**src/rtl/snes_pkg.sv**
```systemverilog
// Shared definitions for the SNES/NES controller front end.
//   - Button index constants: bit positions of each button in the
//     button vectors that run from the button board to the converter.
//   - N_SNES_BUTTONS: width of a full controller button vector.
//   - db_state_t: per-channel debouncer FSM state.
package snes_pkg;

  localparam int BTN_START      = 0;
  localparam int BTN_SEL        = 1;
  localparam int BTN_A          = 2;
  localparam int BTN_B          = 3;
  localparam int BTN_UP         = 4;
  localparam int BTN_DOWN       = 5;
  localparam int BTN_LEFT       = 6;
  localparam int BTN_RIGHT      = 7;

  localparam int N_SNES_BUTTONS = 8;

  typedef enum logic {
    STABLE   = 1'b0,
    COUNTING = 1'b1
  } db_state_t;

endpackage

```
**src/rtl/debounce_bit.sv**
```systemverilog
// Single-channel synchronizer + debouncer.
// There is no handshake on this block: the raw pin is sampled every clock
// and the outputs are plain registered levels and one-cycle pulses.
//
// Ports:
//   clk      - system clock
//   reset    - synchronous, active-high
//   raw      - asynchronous raw button pin
//   clean    - debounced level, 1 = pressed
//   pressed  - one-cycle pulse when clean goes 0 -> 1
//   released - one-cycle pulse when clean goes 1 -> 0
//   state    - current FSM state (STABLE / COUNTING), for observation
module debounce_bit
  import snes_pkg::*;
#(
  parameter int DEBOUNCE_CYCLES = 50000,
  parameter int CNT_WIDTH       = 16,
  parameter bit ACTIVE_LOW      = 1'b1
) (
  input  logic      clk,
  input  logic      reset,
  input  logic      raw,
  output logic      clean,
  output logic      pressed,
  output logic      released,
  output db_state_t state
);

  localparam logic [CNT_WIDTH-1:0] CNT_LAST = CNT_WIDTH'(DEBOUNCE_CYCLES - 1);
  localparam logic [CNT_WIDTH-1:0] CNT_ONE  = CNT_WIDTH'(1);

  logic                 s1;
  logic                 s2;
  logic                 lvl;
  db_state_t            state_q;
  db_state_t            state_d;
  logic [CNT_WIDTH-1:0] cnt_q;
  logic [CNT_WIDTH-1:0] cnt_d;
  logic                 clean_q;
  logic                 clean_d;
  logic                 pressed_q;
  logic                 pressed_d;
  logic                 released_q;
  logic                 released_d;

  // Normalize polarity so lvl = 1 always means "pressed".
  assign lvl = s2 ^ ACTIVE_LOW;

  always_ff @(posedge clk) begin
    if (reset) begin
      s1         <= ACTIVE_LOW;
      s2         <= ACTIVE_LOW;
      state_q    <= STABLE;
      cnt_q      <= '0;
      clean_q    <= 1'b0;
      pressed_q  <= 1'b0;
      released_q <= 1'b0;
    end else begin
      s1         <= raw;
      s2         <= s1;
      state_q    <= state_d;
      cnt_q      <= cnt_d;
      clean_q    <= clean_d;
      pressed_q  <= pressed_d;
      released_q <= released_d;
    end
  end

  always_comb begin
    state_d    = state_q;
    cnt_d      = cnt_q;
    clean_d    = clean_q;
    pressed_d  = 1'b0;
    released_d = 1'b0;
    unique case (state_q)
      STABLE: begin
        if (lvl != clean_q) begin
          state_d = COUNTING;
          cnt_d   = CNT_ONE;
        end else begin
          cnt_d   = '0;
        end
      end
      COUNTING: begin
        if (lvl == clean_q) begin
          // Bounce: abandon the count without touching the output.
          state_d = STABLE;
          cnt_d   = '0;
        end else if (cnt_q == CNT_LAST) begin
          // lvl held its new value for DEBOUNCE_CYCLES clocks: accept it.
          state_d    = STABLE;
          cnt_d      = '0;
          clean_d    = lvl;
          pressed_d  = lvl;
          released_d = ~lvl;
        end else begin
          cnt_d = cnt_q + CNT_ONE;
        end
      end
      default: begin
        state_d = STABLE;
        cnt_d   = '0;
      end
    endcase
  end

  assign clean    = clean_q;
  assign pressed  = pressed_q;
  assign released = released_q;
  assign state    = state_q;

endmodule

```
**src/rtl/button_debouncer.sv**
```systemverilog
// Multi-channel button synchronizer/debouncer feeding the NES
// parallel-to-serial converter. Each channel is an independent
// debounce_bit instance.
//
// Ports:
//   clk          - system clock (only clock)
//   reset        - synchronous, active-high
//   btn_raw      - asynchronous raw button pins
//   btn_clean    - debounced levels, 1 = pressed
//   btn_pressed  - one-cycle pulse per channel on clean 0 -> 1
//   btn_released - one-cycle pulse per channel on clean 1 -> 0
//   all_stable   - 1 when no channel is counting
module button_debouncer
  import snes_pkg::*;
#(
  parameter int N_BUTTONS       = N_SNES_BUTTONS,
  parameter int DEBOUNCE_CYCLES = 50000,
  parameter int CNT_WIDTH       = 16,
  parameter bit ACTIVE_LOW      = 1'b1
) (
  input  logic                 clk,
  input  logic                 reset,
  input  logic [N_BUTTONS-1:0] btn_raw,
  output logic [N_BUTTONS-1:0] btn_clean,
  output logic [N_BUTTONS-1:0] btn_pressed,
  output logic [N_BUTTONS-1:0] btn_released,
  output logic                 all_stable
);

  // Per-channel FSM states, kept as a named array so they can be probed.
  db_state_t            ch_state [N_BUTTONS];
  logic [N_BUTTONS-1:0] counting;

  for (genvar i = 0; i < N_BUTTONS; i++) begin : g_ch
    debounce_bit #(
      .DEBOUNCE_CYCLES (DEBOUNCE_CYCLES),
      .CNT_WIDTH       (CNT_WIDTH),
      .ACTIVE_LOW      (ACTIVE_LOW)
    ) u_bit (
      .clk      (clk),
      .reset    (reset),
      .raw      (btn_raw[i]),
      .clean    (btn_clean[i]),
      .pressed  (btn_pressed[i]),
      .released (btn_released[i]),
      .state    (ch_state[i])
    );
    assign counting[i] = (ch_state[i] == COUNTING);
  end

  // Derived only from state registers, so nothing combinational from btn_raw.
  assign all_stable = ~|counting;

endmodule
```
**config.mk**
```make
export PLATFORM = sky130hd
export DESIGN_NAME = button_debouncer
export DESIGN_NICKNAME = d
export VERILOG_FILES = /design/src/rtl/snes_pkg.sv /design/src/rtl/debounce_bit.sv /design/src/rtl/button_debouncer.sv
export SDC_FILE = /design/constraint.sdc
export NUM_CORES = 1
export LEC_CHECK = 0
export CORE_MARGIN = 2
export CORE_UTILIZATION = 30
export DETAILED_ROUTE_END_ITERATION = 6
export PLACE_DENSITY = 0.48
export SLEW_MARGIN = 25
export SYNTH_ARGS = -nofsm -noshare
export SYNTH_HDL_FRONTEND = slang
export SYNTH_SLANG_ARGS = --single-unit
```
**constraint.sdc**
```tcl
create_clock -name clk -period 2.8 [get_ports clk]
set_clock_uncertainty 0.2 [all_clocks]
set_input_delay 0.56 -clock clk [delete_from_list [all_inputs] [get_ports clk]]
set_output_delay 0.56 -clock clk [all_outputs]
set_load 0.02 [all_outputs]
```
==> flow_summary_export.csv <==
group,metric,value,unit
die,die_w,162,microns
global_routing,gr-usage-all-layers,0.113,
routing,vias,5344,
clocking,cts_tree,"done",
routing,wl,14100,microns
critical_path,crit_slowest_cell,"or4_1",
routing,drt_iter0_drc,261,
logic_synthesis,synth_top_flop_cell,"dfxtp_1",
run,cap_violations,0,
sta,setup_tns,0,ns
critical_path,crit_buf_inv,1,
logic_synthesis,synth-seq-cells,176,
sta,fin_crit_sh,0.933,
global_routing,antenna_found_initial,0,
global_routing,gr-usage-met3,0.0248,
logic_synthesis,yosysTopAreaCell,"dfxtp_1",
clocking,clockBufferDepth,2,
logic_synthesis,synth_edf_count,0,
global_routing,grt_overflow,0,
global_routing,use_met2,0.168,
power_and_ir_drop,leakage,2.52,nW
global_routing,grt_pass1_wl,24200,microns
die,core.rowCount,57,
logic_synthesis,syn-cell-area,7480,sq um
power_and_ir_drop,powerDensity,573,nW/um^2
worst_hold_path,hold_depth,1,
clocking,root_buffer,"clkbuf_16",
finish,drive_gt1_frac,0.0755,
logic_synthesis,synthArstFlopShare,0,
logic_synthesis,synth_top_area_frac,0.471,
routing,dr.pass1.iters,4,
sta,fin_crit,2.61,ns
logic_synthesis,ys_seq_area_frac,0.471,
sta,setup_viol,0,
global_routing,grt_pass1_vias,4981,
critical_path,crit-reg2reg-launch,"g_ch[5].u_bit.cnt_q[6]",
critical_path,r2r_end,"g_ch[5].u_bit.cnt_q[13]",
sta,max_freq,383,MHz
routing,postRouteAntennaNets,0,
routing,avgRoutedWirePerCell,11.9,microns
finish,area_delta_synth_final,14.6,%
die,start_util,0.307,
finish,final_cell_area,8570,sq um
critical_path,endpoint_kind,"output port",
sta,slew_viol_final,0,
placement,hpwl,9730,microns
critical_path,worst-endpoint-required,2.04,ns
critical_path,cp_top_family,"simple AND/OR/NAND/NOR gates",
worst_hold_path,min_path_type,"flip-flop to flip-flop",
clocking,cts_setup_buffers,0,
clocking,clk_latency,0.42,ns
finish,n_antenna_cell,0,
sta,rsz0062_at_grt,"false",
finish,layout.nets,867,
clocking,cts_made_buffers,17,
critical_path,cp.arrival,1.85,ns
global_routing,grt_max_degree,21,
clocking,clk_transition_reported_paths,0.07,ns
run_status,status,"completed",
global_routing,busiest_layer,"met2",
logic_synthesis,synth.avg_cell_area,9.00,sq um
critical_path,start_kind,"flip-flop",
critical_path,critPathKind,"flip-flop to output port",
clocking,cts_htree_levels,4,
critical_path,r2r_setup_slack,0.41,ns
logic_synthesis,synth_area_leaders,"dfxtp_1 (47%), xnor2_1 (11%), nor2_1 (7.3%)",
die,die_h,162,microns
logic_synthesis,synthDistinctLibCells,49,
placement,postPlaceCellArea,8000,sq um
logic_synthesis,synth.net_count,849,
sta,tightest_slew,0.593,ns
sta,finalHoldViolCount,0,
die,die_area,26200,sq um
logic_synthesis,synthCells,831,
power_and_ir_drop,peakVddDrop,0.287,mV
worst_hold_path,min_to,"g_ch[5].u_bit.s2",
routing,drc,0,
critical_path,reg2regPathDepth,4,
placement,place_congestion,0.723,
sta,max_slew_margin,0.604,
global_routing,grt_util_met1,0.158,
logic_synthesis,ys_warn_count,0,
critical_path,cpPeakStageDelay,0.53,ns
placement,io_buffers,34,
worst_hold_path,min-delay-start,"g_ch[5].u_bit.s1",
clocking,cts.sink_count,176,
routing,via_per_inst,4.51,
critical_path,path_cells,"or4_1, nor2_1, dlygate4sd2_1",
critical_path,cp_max_fo,7,
die,coreArea,24400,sq um
die,io_pins,35,
finish,fillers,2520,
finish,finish.utilization,0.351,
[timing repair]
item	CTS	global route
resized for setup	1	0
endpoints found under the setup margin	1	0
hold buffers	0	0
[layout make-up]
type | count | area, sq um | area share
clock inverters | 9 | 109 | 0.0127
inverters | 41 | 154 | 0.0180
clock buffers | 22 | 464 | 0.0542
flip-flops and latches | 176 | 3520 | 0.411
multi-input cells | 572 | 3530 | 0.412
repair buffers | 41 | 387 | 0.0451
well taps | 324 | 405 | 0.0473
[cells in the mapped netlist (2+ instances only)]
library cell	n
nor4_1	43
ha_1	8
and2_1	6
nor3_1	34
o21ai_0	5
or2_2	19
nand3_1	40
xnor2_1	94
buf_2	4
nand4b_1	3
a21oi_1	11
inv_1	41
clkbuf_1	11
a311oi_1	2
nor4bb_1	5
nand3b_1	3
and3_1	10
dfxtp_1	176
or4bb_1	3
or4_1	6
and4b_1	2
nor2_1	145
nand2b_1	5
buf_4	25
xor2_1	22
nor4b_1	4
nand4_1	30
and4_1	4
or4b_2	4
or3_1	7
nand2_1	32
nor3b_1	4
a211oi_1	7
[report_power, final]
part | total [W] | internal, W | leakage [nW] | switching, W
Clock | 0.00232 | 0.00136 | 0.269 | 0.000959
Sequential | 0.00254 | 0.00252 | 1.42 | 0.0000151
Combinational | 0.0000609 | 0.0000313 | 0.831 | 0.0000296
Total | 0.00491 | 0.00391 | 2.52 | 0.00100
[metal layers]
| metal | up-vias | wire, microns |
|---|---|---|
| met1 | 2419 | 7550 |
| met5 | - | 0 |
| met2 | 56 | 5990 |
| met3 | 13 | 344 |
| met4 | 0 | 196 |
| li1 | 2856 | - |
[registers in the layout, indices dropped and copies added (netlist names)]
signal	count
g_ch.u_bit.s1	8
g_ch.u_bit.s2	8
g_ch.u_bit.clean	8
g_ch.u_bit.released	8
g_ch.u_bit.pressed	8
g_ch.u_bit.state	8
g_ch.u_bit.cnt_q	128
[worst max-delay path by stage]
stage,endpoint,cells after the start,from
after floorplan,g_ch[5].u_bit.cnt_q[15],6,g_ch[5].u_bit.cnt_q[7]
after global placement,all_stable,3,g_ch[6].u_bit.state
after detailed placement,all_stable,3,g_ch[6].u_bit.state
after CTS,all_stable,3,g_ch[6].u_bit.state
after global routing,all_stable,3,g_ch[6].u_bit.state
final,all_stable,3,g_ch[6].u_bit.state
[per-stage QoR]
step	worst slack (ns)	total power [W]	hold WS, ns	cells
after floorplan	0.678	0.00262	0.189	831
after global placement	0.263	0.00266	0.194	1154
after detailed placement	0.288	0.00266	0.194	1154
after CTS	0.119	0.00500	0.210	1185
after global routing	0.0493	0.00511	0.218	1185
final	0.187	0.00491	0.208	1185
[cell usage in the layout (no fill, tap or decap), types with 11 or more instances in the layout]
cell	instances
xor2_1	22
nand4_1	30
dfxtp_1	176
xnor2_1	94
clkbuf_16	17
nand2_1	32
clkdlybuf4s50_1	32
inv_1	41
nor4_1	43
nand3_1	40
nor2_1	145
a21oi_1	11
or2_2	19
nor3_1	34
[logic make-up (layout without fill, tap and decap cells)]
kind of cell | count (synthesis) | in the layout | share of synthesized area
xor gates and xnor gates | 116 | 116 | 0.136
and+or+nand+nor | 415 | 415 | 0.293
muxes | 1 | 1 | 0.00150
buffers and inverters | 83 | 113 | 0.0574
DFF | 176 | 176 | 0.471
AOI/OAI and AO/OA | 32 | 32 | 0.0284
adders and majority gates | 8 | 8 | 0.0134
Power figures use the tool's default switching activity.
